### src/rtl/csr_ctrl.sv
// csr_ctrl: sequences CSR read-modify-write, ECALL and MRET operations
// between the decode stage, the CSR register file and fetch redirect.
//
// Ports:
//   clk, rst_n                 clock, synchronous active-low reset
//   in_valid / in_ready        upstream instruction handshake
//   pc, csr_op, csr_addr,
//   rs1_data                   offered instruction fields
//   mepc_rd .. mtvec_rd        current CSR register values
//   csr_pc, ecall_flag, csrd,
//   csr_wen                    CSR register file write controls
//                              (wen [0] mepc, [1] mcause, [2] mstatus, [3] mtvec)
//   out_valid / out_ready,
//   rd_data                    write-back handshake, old CSR value
//   redirect_valid,
//   redirect_pc                fetch redirect for trap / return
//
// Optional feature: CSR_CTRL_ILLEGAL_TRAP_EN turns CSR accesses to unmapped
// addresses into an illegal-instruction trap (extra TRAP2 state).

module csr_ctrl (
    input  logic        clk,
    input  logic        rst_n,
    input  logic        in_valid,
    output logic        in_ready,
    input  logic [31:0] pc,
    input  logic [2:0]  csr_op,
    input  logic [11:0] csr_addr,
    input  logic [31:0] rs1_data,
    input  logic [31:0] mepc_rd,
    input  logic [31:0] mcause_rd,
    input  logic [31:0] mstatus_rd,
    input  logic [31:0] mtvec_rd,
    output logic [31:0] csr_pc,
    output logic        ecall_flag,
    output logic [31:0] csrd,
    output logic [3:0]  csr_wen,
    output logic        out_valid,
    input  logic        out_ready,
    output logic [31:0] rd_data,
    output logic        redirect_valid,
    output logic [31:0] redirect_pc
);

    localparam int unsigned DATA_W = 32;
    localparam int unsigned OP_W   = 3;
    localparam int unsigned WEN_W  = 4;

    localparam logic [1:0] IDLE  = 2'd0;
    localparam logic [1:0] EXEC  = 2'd1;
    localparam logic [1:0] RESP  = 2'd2;
`ifdef CSR_CTRL_ILLEGAL_TRAP_EN
    localparam logic [1:0] TRAP2 = 2'd3;
`endif

    localparam logic [OP_W-1:0] OP_RW    = 3'b001;
    localparam logic [OP_W-1:0] OP_RS    = 3'b010;
    localparam logic [OP_W-1:0] OP_RC    = 3'b011;
    localparam logic [OP_W-1:0] OP_ECALL = 3'b100;
    localparam logic [OP_W-1:0] OP_MRET  = 3'b101;

    logic [1:0]        state_q, state_d;
    logic [OP_W-1:0]   op_q, op_d;
    logic [DATA_W-1:0] rd_data_q, rd_data_d;
    logic [DATA_W-1:0] csrd_q, csrd_d;
    logic [DATA_W-1:0] csr_pc_q, csr_pc_d;
    logic [DATA_W-1:0] redir_pc_q, redir_pc_d;
    logic [WEN_W-1:0]  wen_q, wen_d;
    logic              ecall_q, ecall_d;
    logic              redir_q, redir_d;
    logic              out_valid_q, out_valid_d;
    logic              in_ready_q, in_ready_d;
`ifdef CSR_CTRL_ILLEGAL_TRAP_EN
    logic              trap_q, trap_d;
`endif

    // Live address decode of the offered instruction
    logic              mapped_c;
    logic              is_rw_c;
    logic [DATA_W-1:0] old_c;
    logic [WEN_W-1:0]  wen_sel_c;

    always_comb begin
        mapped_c  = 1'b1;
        old_c     = '0;
        wen_sel_c = '0;
        case (csr_addr)
            12'h341: begin old_c = mepc_rd;    wen_sel_c = 4'b0001; end
            12'h342: begin old_c = mcause_rd;  wen_sel_c = 4'b0010; end
            12'h300: begin old_c = mstatus_rd; wen_sel_c = 4'b0100; end
            12'h305: begin old_c = mtvec_rd;   wen_sel_c = 4'b1000; end
            default: mapped_c = 1'b0;
        endcase
        is_rw_c = (csr_op == OP_RW) || (csr_op == OP_RS) || (csr_op == OP_RC);
    end

    // Next state plus next value of every registered output
    always_comb begin
        state_d    = state_q;
        op_d       = op_q;
        rd_data_d  = rd_data_q;
        csrd_d     = '0;
        csr_pc_d   = '0;
        redir_pc_d = '0;
        wen_d      = '0;
        ecall_d    = 1'b0;
        redir_d    = 1'b0;
`ifdef CSR_CTRL_ILLEGAL_TRAP_EN
        trap_d     = trap_q;
`endif
        case (state_q)
            IDLE: begin
                if (in_valid) begin
                    state_d   = EXEC;
                    op_d      = csr_op;
                    rd_data_d = is_rw_c ? old_c : '0;
`ifdef CSR_CTRL_ILLEGAL_TRAP_EN
                    trap_d    = is_rw_c && !mapped_c;
`endif
                    // EXEC-cycle outputs are prepared here so they appear registered
                    if (is_rw_c && mapped_c) begin
                        wen_d = wen_sel_c;
                        case (csr_op)
                            OP_RS:   csrd_d = old_c | rs1_data;
                            OP_RC:   csrd_d = old_c & ~rs1_data;
                            default: csrd_d = rs1_data;
                        endcase
                    end
`ifdef CSR_CTRL_ILLEGAL_TRAP_EN
                    else if (is_rw_c) begin
                        csrd_d = pc;
                        wen_d  = 4'b0001;
                    end
`endif
                    if (csr_op == OP_ECALL) begin
                        ecall_d    = 1'b1;
                        csr_pc_d   = pc;
                        redir_d    = 1'b1;
                        redir_pc_d = mtvec_rd;
                    end else if (csr_op == OP_MRET) begin
                        redir_d    = 1'b1;
                        redir_pc_d = mepc_rd;
                    end
                end
            end
            EXEC: begin
                if (op_q == OP_ECALL || op_q == OP_MRET) begin
                    state_d = IDLE;
                end else begin
                    state_d = RESP;
                end
`ifdef CSR_CTRL_ILLEGAL_TRAP_EN
                // Second trap cycle: record cause 2 (illegal instruction)
                if (trap_q) begin
                    state_d    = TRAP2;
                    csrd_d     = DATA_W'(2);
                    wen_d      = 4'b0010;
                    redir_d    = 1'b1;
                    redir_pc_d = mtvec_rd;
                end
`endif
            end
            RESP: begin
                if (out_ready) begin
                    state_d = IDLE;
                end
            end
`ifdef CSR_CTRL_ILLEGAL_TRAP_EN
            TRAP2: begin
                state_d = IDLE;
                trap_d  = 1'b0;
            end
`endif
            default: state_d = IDLE;
        endcase
        in_ready_d  = (state_d == IDLE);
        out_valid_d = (state_d == RESP);
    end

    // State and output registers
    always_ff @(posedge clk) begin
        if (!rst_n) begin
            state_q     <= IDLE;
            op_q        <= '0;
            rd_data_q   <= '0;
            csrd_q      <= '0;
            csr_pc_q    <= '0;
            redir_pc_q  <= '0;
            wen_q       <= '0;
            ecall_q     <= 1'b0;
            redir_q     <= 1'b0;
            out_valid_q <= 1'b0;
            in_ready_q  <= 1'b1;
`ifdef CSR_CTRL_ILLEGAL_TRAP_EN
            trap_q      <= 1'b0;
`endif
        end else begin
            state_q     <= state_d;
            op_q        <= op_d;
            rd_data_q   <= rd_data_d;
            csrd_q      <= csrd_d;
            csr_pc_q    <= csr_pc_d;
            redir_pc_q  <= redir_pc_d;
            wen_q       <= wen_d;
            ecall_q     <= ecall_d;
            redir_q     <= redir_d;
            out_valid_q <= out_valid_d;
            in_ready_q  <= in_ready_d;
`ifdef CSR_CTRL_ILLEGAL_TRAP_EN
            trap_q      <= trap_d;
`endif
        end
    end

    // Side-effecting strobes are masked while reset is asserted
    assign csr_wen        = wen_q & {WEN_W{rst_n}};
    assign ecall_flag     = ecall_q & rst_n;
    assign redirect_valid = redir_q & rst_n;
    assign out_valid      = out_valid_q & rst_n;

    assign in_ready    = in_ready_q;
    assign csrd        = csrd_q;
    assign csr_pc      = csr_pc_q;
    assign rd_data     = rd_data_q;
    assign redirect_pc = redir_pc_q;

endmodule

### config.mk
export PLATFORM = sky130hd
export DESIGN_NAME = csr_ctrl
export DESIGN_NICKNAME = d
export VERILOG_FILES = /design/src/rtl/csr_ctrl.sv
export SDC_FILE = /design/constraint.sdc
export NUM_CORES = 1
export LEC_CHECK = 0
export BUFFER_PORTS_ARGS = -buffer_cell sky130_fd_sc_hd__buf_4
export CAP_MARGIN = 40
export CORE_MARGIN = 2
export CORE_UTILIZATION = 30
export DETAILED_ROUTE_END_ITERATION = 8
export PLACE_DENSITY = 0.55
export SYNTH_ARGS = -nofsm -noshare
export SYNTH_HDL_FRONTEND = slang
export SYNTH_SLANG_ARGS = --single-unit
### constraint.sdc
create_clock -name clk -period 5.6 [get_ports clk]
set_input_delay 1.12 -clock clk [delete_from_list [all_inputs] [get_ports clk]]
set_output_delay 1.12 -clock clk [all_outputs]
set_load 0.01 [all_outputs]
; ---- Word level (Yosys, flattened, before mapping)
; Index checks and enable logic that the tools add are counted.
[totals]
out_inout_bits = 136
regBits = 141
inputBits = 211
word_cells = 57
[classes]
n_reduce_logical = 11
mux = 14
n_bitwise = 7
eq_ne = 14
[ops]
columns = cell, count
row1 = 32-bit one-hot mux with 4 select lines, 1
row2 = 32-bit 2-to-1 mux, 3
row3 = 32-bit one-hot mux with 2 select lines, 1
row4 = "12-bit by 10-bit == test with 1-bit output, second input constant", 4
row5 = 32-bit bitwise AND, 1
row6 = 32-bit NOT, 1
row7 = 32-bit bitwise OR, 1
row8 = 4-bit one-hot mux with 4 select lines, 1
row9 = "3-bit == test, second input constant", 4
row10 = 4-bit AND reduction, 2
row11 = "3-bit by 2-bit == test with 1-bit output, second input constant", 2
row12 = 2-bit 2-to-1 mux, 3
row13 = 2-bit one-hot mux with 3 select lines, 1
row14 = 4-bit bitwise AND, 1
row15 = "2-bit == test, second input constant", 2
row16 = 2-bit logical NOT, 2
row17 = 1-bit 2-to-1 mux, 4
row18 = 4-bit OR reduction, 1
row19 = 1-bit bitwise AND, 3
row20 = "3-bit by 1-bit == test with 1-bit output, second input constant", 1
row21 = 1-bit logical OR, 3
row22 = 3-bit AND reduction, 1
row23 = "2-bit by 1-bit == test with 1-bit output, second input constant", 1
row24 = 2-bit AND reduction, 1
row25 = 1-bit logical AND, 1

; ---- Depth between registers and ports, before layout
; Gate-level depths: netlist of run 1.
[depth]
word_depth = 5
ltp_mapped = 7
mapped_depth_nobuf = 5

; ---- Worst setup path before layout of run 1
; Ideal clock, no wire load.
[synth_path]
path_type = input to register
startpoint = in csr_addr[11]
endpoint = reg csrd_q[6], in the netlist csrd[6]
cell_stages = 6
arrival_ns = 2.586
slack_ns = 2.940
path_buffers = 2
setup_ns = 0.074
required_ns = 5.526
path_cell_list = or4b_4 buf_6 nor4_4 buf_6 o211ai_1 a31oi_1
[synth_via]
elab_chain_len = 5
word_cells_on_any_way = 12
classes_between = eq/ne (4) / mux (3) / bitwise (2) / reduce/logical (3)
[synth_rtl]
columns = item, line
row1 = start: declaration, 28  ; input logic [11:0] csr_addr,
row2 = 12-bit by 10-bit == test with 1-bit output, 87  ; case (csr_addr)
row3 = 4-bit OR reduction (no source line), --
row4 = 1-bit 2-to-1 mux, 87
row5 = 1-bit logical AND, 121  ; if (is_rw_c && mapped_c) begin
row6 = 4-bit AND reduction (no source line), --
row7 = end signal: assignment, 201  ; csrd_q <= csrd_d;
row8 = end: declaration, 65  ; logic [DATA_W-1:0] csrd_q, csrd_d;
; Several ways; a longest one is shown, not always the timed one.
; A chain may end at the register's enable or synchronous reset.

; ---- Worst setup path after layout of run 1
[layout_path]
startpoint = in csr_addr[5]
endpoint = reg csrd_q[2], in the netlist csrd[2]
; Same word-level chain as after synthesis.

==> impl_metrics.env, run 1 <==
export IMPL_via_count=6732
export IMPL_hold_ws_ns=0.4459
export IMPL_rsz0062_at_grt="false"
export IMPL_yosys_top_cells_area="dfxtp_1 43%, nand3b_1 7.7%, o211ai_1 5.7%, mux2i_1 5.2%, and2_1 4.6%"
export IMPL_tns_ns=0
export IMPL_ant_nets=0
export IMPL_ys_warnings_count=0
export IMPL_design_area_um2=9946
export IMPL_final_setup_skew_ns=0.008058
export IMPL_syn_instance_count=748
export IMPL_drive_above_1_share=0.3972
export IMPL_cts_setup_buffers=0
export IMPL_worstPathRequired_ns=5.94
export IMPL_start_kind="input pin"
export IMPL_die_area_um2=22980
export IMPL_hold_path_depth=2
export IMPL_io_pins=347
export IMPL_cts_tree="yes"
export IMPL_syn2layout_area_growth_pct=52.22
export IMPL_status="finished clean"
export IMPL_tightest_slew_ns=0.8576
export IMPL_critPathMaxFanout=21
export IMPL_mappedNetlistNets=959
export IMPL_synth_flop_cell="dfxtp_1"
export IMPL_die_w_um=151.6
export IMPL_hold_viol=0
export IMPL_grt_ovfl_total=0
export IMPL_dp_hpwl_mm=19.01
export IMPL_clock_sinks=140
export IMPL_regArea_um2=2803
export IMPL_grt_max_degree=80
export IMPL_setup_viol=0
export IMPL_htreeDepth=4
export IMPL_powerDensity_nw_per_um2=246.7
export IMPL_yosysTopAreaCellShare=0.4290
export IMPL_p_leak_nw=4.617
export IMPL_synth_edff_count=0
export IMPL_end_kind="register"
export IMPL_drc=0
export IMPL_clock_latency_ns=0.43
export IMPL_antenna_found_initial=0
export IMPL_place_area_um2=9324
export IMPL_grt_pass1_wl_mm=36.94
export IMPL_clockBufferDepth=2
export IMPL_wire_per_inst_um=18.91
export IMPL_antenna_cells=0
export IMPL_async_flop_share=0
export IMPL_hold_class="reg2reg"
export IMPL_cts_resized=0
export IMPL_finalWirelength_mm=25.54
export IMPL_period_minus_slack_ns=3.165
export IMPL_avgSynthCellArea_um2=8.735
export IMPL_start_util=0.3079
export IMPL_yosysTopAreaCell="dfxtp_1"
export IMPL_min_period_over_period=0.5652
export IMPL_row_count=53
export IMPL_drtIter0Drc=294
export IMPL_multi_input_area_um2=3307
export IMPL_layout_common_cells="354 x buf_4, 140 x dfxtp_1, 79 x nand2_1"
export IMPL_root_buffer="clkbuf_16"
export IMPL_synth_area_um2=6534
export IMPL_hold_buffers=0
export IMPL_relSlewSlack=0.4240
export IMPL_num_fill_cells=2100
export IMPL_ys_seq_area_frac=0.4290
export IMPL_synth_cell_types=43
export IMPL_dr_pass1_iters=4
export IMPL_globalplace_congestion=0.8184
export IMPL_grt_use_total=0.2142
export IMPL_synth_seq_cells=140
export IMPL_totalPowerFinal_w=0.002453
export IMPL_cts_buffers=17
export IMPL_fmax_mhz=316.0
export IMPL_r2r_cells=5
export IMPL_core_um2=21220
export IMPL_maxCapViolCount=0
export IMPL_die_y_um=151.6
export IMPL_clk_pin_slew_ns=0.07
export IMPL_max_vdd_ir_drop_mv=0.1715
export IMPL_nNetsFinal=1273
export IMPL_slew_violations=0
export IMPL_via_per_inst=4.987
export IMPL_layout_commonest_cell="buf_4"
export IMPL_arrival_ns=3.51
export IMPL_path_class="in2reg"
export IMPL_portBuffers=346
export IMPL_grt_pass1_vias=6435
[cell type report]
class / count / share of cell area
Clock buffer: 17 / 0.04277
Inverter: 34 / 0.01283
Sequential cell: 140 / 0.2818
Clock inverter: 15 / 0.01975
Multi-Input combinational cell: 511 / 0.3325
Tap cell: 275 / 0.03460
Timing Repair Buffer: 358 / 0.2758
[where the power goes]
| group | internal, W | leakage, nW | total (W) | switching, W |
|---|---|---|---|---|
| Sequential | 0.00100 | 1.13 | 0.00101 | 0.00000329 |
| Combinational | 0.000155 | 3.19 | 0.000293 | 0.000138 |
| Clock | 0.000609 | 0.300 | 0.00115 | 0.000543 |
[cell families (layout without fill, tap and decap cells)]
kind of cell | after synthesis | after routing | share of synthesized area
AOI/OAI and AO/OA | 166 | 166 | 0.1701
DFF | 140 | 140 | 0.4290
muxes | 34 | 34 | 0.05209
buffers and inverters | 97 | 424 | 0.06894
and+or+nand+nor | 311 | 311 | 0.2800
[synthesized netlist by cell type, types with 2 or more instances]
library cell  instances
buf_6                 3
nand3b_1             67
buf_2                 6
o211ai_1             50
o21ai_0              14
nand2_1              79
nand3_1              15
nand4_1              18
nand2b_1              4
or3b_2               14
mux2i_1              34
nor2_1               39
nor2b_1               3
inv_1                34
clkbuf_8              4
dfxtp_1             140
a31oi_1              18
nor3_2                2
and2_2               10
nor4_4                2
a21boi_0             20
a21oi_1              42
buf_4                 2
clkbuf_1             45
a32oi_1              18
and2_1               48
[layer usage]
layer / up-vias / share of wire / GRT usage
met5: - / 0 / 0
met4: 0 / 0.021 / 0.06620
met1: 3168 / 0.42 / 0.2730
li1: 3265 / - / -
met2: 268 / 0.48 / 0.3561
met3: 31 / 0.077 / 0.05479
[worst max-delay path: stages]
cell and delay (ns):
buf_4 0.10, or4b_1 0.75, nor4_4 0.80, o21ai_4 0.30
buf_16 0.26, a31oi_1 0.16
[final timing paths]
kind | from | end | slack (ns)
max | csr_addr[5] | csrd[2] | 2.43
min | rd_data[29] | rd_data[29] | 0.45
max reg2reg | state_q[1] | csrd[2] | 3.24
min reg2reg | rd_data[29] | rd_data[29] | 0.45
[state kept, by name, summed over array words and instances (netlist names)]
signal	flops
redirect_pc	32
in_ready	1
ecall_q	1
op_q	2
wen_q	4
rd_data	32
csrd	32
state_q	2
csr_pc	32
out_valid_q	1
redir_q	1
[through the flow]
step / std cells / util / worst slack (ns)
after floorplan: 748 / - / 2.940
after global routing: 1350 / 0.4687 / 2.293
after global placement: 1313 / 0.4350 / 1.916
final: 1350 / 0.4687 / 2.435
after CTS: 1350 / 0.4687 / 2.440
after detailed placement: 1318 / 0.4394 / 1.980
(Power assumes the default switching activity.)
==> run 2: changes to the inputs <==
- clock period: 5.6 -> 3.1 ns (I/O delays scaled with it)
==> impl_metrics.env, run 2 (synthesis gave the netlist of run 1 again) <==
export IMPL_ant_nets=0
export IMPL_cts_buffers=17
export IMPL_clock_sinks=140
export IMPL_hold_class="in2reg"
export IMPL_design_area_um2=9997
export IMPL_grt_pass1_vias=6274
export IMPL_tightest_slew_ns=0.6825
export IMPL_antenna_found_initial=0
export IMPL_pre_cts_ws_ns=0.5566
export IMPL_die_area_um2=22980
export IMPL_slowest_delay_ns=0.74
export IMPL_start_util=0.3079
export IMPL_grt_pass1_wl_mm=36.74
export IMPL_cts_resized=0
export IMPL_layoutNonFillerInstCount=1356
export IMPL_placedCellCount=1324
export IMPL_status="finished clean"
export IMPL_layout_commonest_cell="buf_4"
export IMPL_start_kind="input pin"
export IMPL_r2r_slack_ns=1.27
export IMPL_hold_buffers=0
export IMPL_p_leak_nw=4.658
export IMPL_hold_path_depth=2
export IMPL_r2r_cells=5
export IMPL_path_cells="buf_4 > or4b_1 > nor4_4 > o21ai_4 > buf_16 > a31oi_1"
export IMPL_grt_max_degree=53
export IMPL_worst_slack_ns=1.002
export IMPL_io_pins=347
export IMPL_clockBufferDepth=2
export IMPL_grt_ovfl_total=0
export IMPL_clock_latency_ns=0.43
export IMPL_cts_setup_buffers=0
export IMPL_wire_per_inst_um=18.97
export IMPL_root_buffer="clkbuf_16"
export IMPL_hold_end="csr_pc[18]"
export IMPL_relSlewSlack=0.5409
export IMPL_drtIter0Drc=326
export IMPL_tns_ns=0
export IMPL_dr_pass1_iters=4
export IMPL_grt_use_total=0.2132
export IMPL_hold_viol=0
export IMPL_core_um2=21220
export IMPL_postLayoutCoreUtil=0.4711
export IMPL_drive_above_1_share=0.4006
export IMPL_dp_hpwl_mm=18.94
export IMPL_cts_tree="yes"
export IMPL_rr_startpoint="state_q[1]"
export IMPL_min_period_over_period=0.6768
export IMPL_hold_start="pc[18]"
export IMPL_critPathSlowestCell="or4b_1"
export IMPL_die_w_um=151.6
export IMPL_clk_pin_slew_ns=0.07
export IMPL_portBuffers=346
export IMPL_final_setup_skew_ns=0.01687
export IMPL_period_minus_slack_ns=2.098
export IMPL_maxCapViolCount=0
export IMPL_powerDensity_nw_per_um2=461.2
export IMPL_slew_violations=0
export IMPL_nNetsFinal=1279
export IMPL_row_count=53
export IMPL_place_area_um2=9354
export IMPL_crit_family="simple AND/OR/NAND/NOR gates"
export IMPL_htreeDepth=4
export IMPL_layout_common_cells="362 x buf_4, 140 x dfxtp_1, 79 x nand2_1"
export IMPL_reg2reg_to="csrd[2]"
export IMPL_antenna_cells=0
export IMPL_syn2layout_area_growth_pct=53.01
export IMPL_max_vdd_ir_drop_mv=0.3217
export IMPL_die_y_um=151.6
export IMPL_globalplace_congestion=0.9093
export IMPL_drc=0
export IMPL_finalWirelength_mm=25.72
export IMPL_via_per_inst=4.926
export IMPL_via_count=6679
export IMPL_path_class="in2reg"
export IMPL_crit_buf_inv=2
export IMPL_end_kind="register"
export IMPL_arrival_ns=2.44
export IMPL_setup_viol=0
export IMPL_worstPathRequired_ns=3.44
export IMPL_rsz0062_at_grt="false"
export IMPL_critPathMaxFanout=18
export IMPL_fmax_mhz=476.7
-- run 2: cell types whose count changed in the layout (fill, tap and decap cells not counted) --
| cell | previous run | this run |
|---|---|---|
| buf_4 | 354 | 362 |
| clkinv_8 | 7 | 1 |
| bufinv_16 | 0 | 3 |
| inv_6 | 0 | 3 |
| buf_8 | 2 | 0 |
| clkinv_4 | 3 | 2 |
| inv_8 | 5 | 6 |
-- run 2: worst register-to-register path, cell delays in order (launching register included) --
cell and delay (ns):
dfxtp_1 0.34, nand4bb_1 0.38, nor4_4 0.41, o21ai_4 0.23, buf_16 0.23, a31oi_1 0.16
-- run 2: cell type report --
| type | count | area [µm²] |
|---|---|---|
| clock buffers | 17 | 425.4 |
| clock inverters | 15 | 217.7 |
| fillers | 2160 | 11220 |
| inverters | 34 | 127.6 |
| multi-input cells | 511 | 3307 |
| flip-flops and latches | 140 | 2803 |
| well taps | 275 | 344.1 |
| repair buffers | 364 | 2773 |
-- run 2: how the worst max path moves through the flow --
stage / start / to / slack (ns) / depth (start not counted)
4_1_cts: csr_addr[5] / csrd[2] / 1.00 / 6
3_5_place_dp: csr_addr[5] / csrd[2] / 0.56 / 6
3_3_place_gp: csr_addr[5] / csrd[13] / 0.62 / 5
5_1_grt: csr_addr[5] / csrd[12] / 0.92 / 6
2_1_floorplan: csr_addr[11] / csrd[6] / 0.94 / 6
6_report: csr_addr[5] / csrd[2] / 1.00 / 6
-- run 2: metrics by stage --
step / total power (W) / hold WS, ns
2_1_floorplan: 0.002073 / 0.4666
3_3_place_gp: 0.002384 / 0.4312
3_5_place_dp: 0.002392 / 0.4339
4_1_cts: 0.004673 / 0.3764
5_1_grt: 0.004794 / 0.3728
6_report: 0.004611 / 0.3978
-- run 2: layer usage --
layer / part of all wire / GRT usage / vias up
li1: - / - / 3269
met1: 0.43 / 0.2785 / 3128
met2: 0.47 / 0.3421 / 252
met3: 0.083 / 0.06317 / 30
met4: 0.018 / 0.06111 / 0
met5: 0 / 0 / -
-- run 2: report_power, final --
group | switching (W) | total [W] | internal (W)
sequential | 0.00000585 | 0.00182 | 0.00181
combinational | 0.000248 | 0.000531 | 0.000283
clock | 0.000941 | 0.00226 | 0.00132
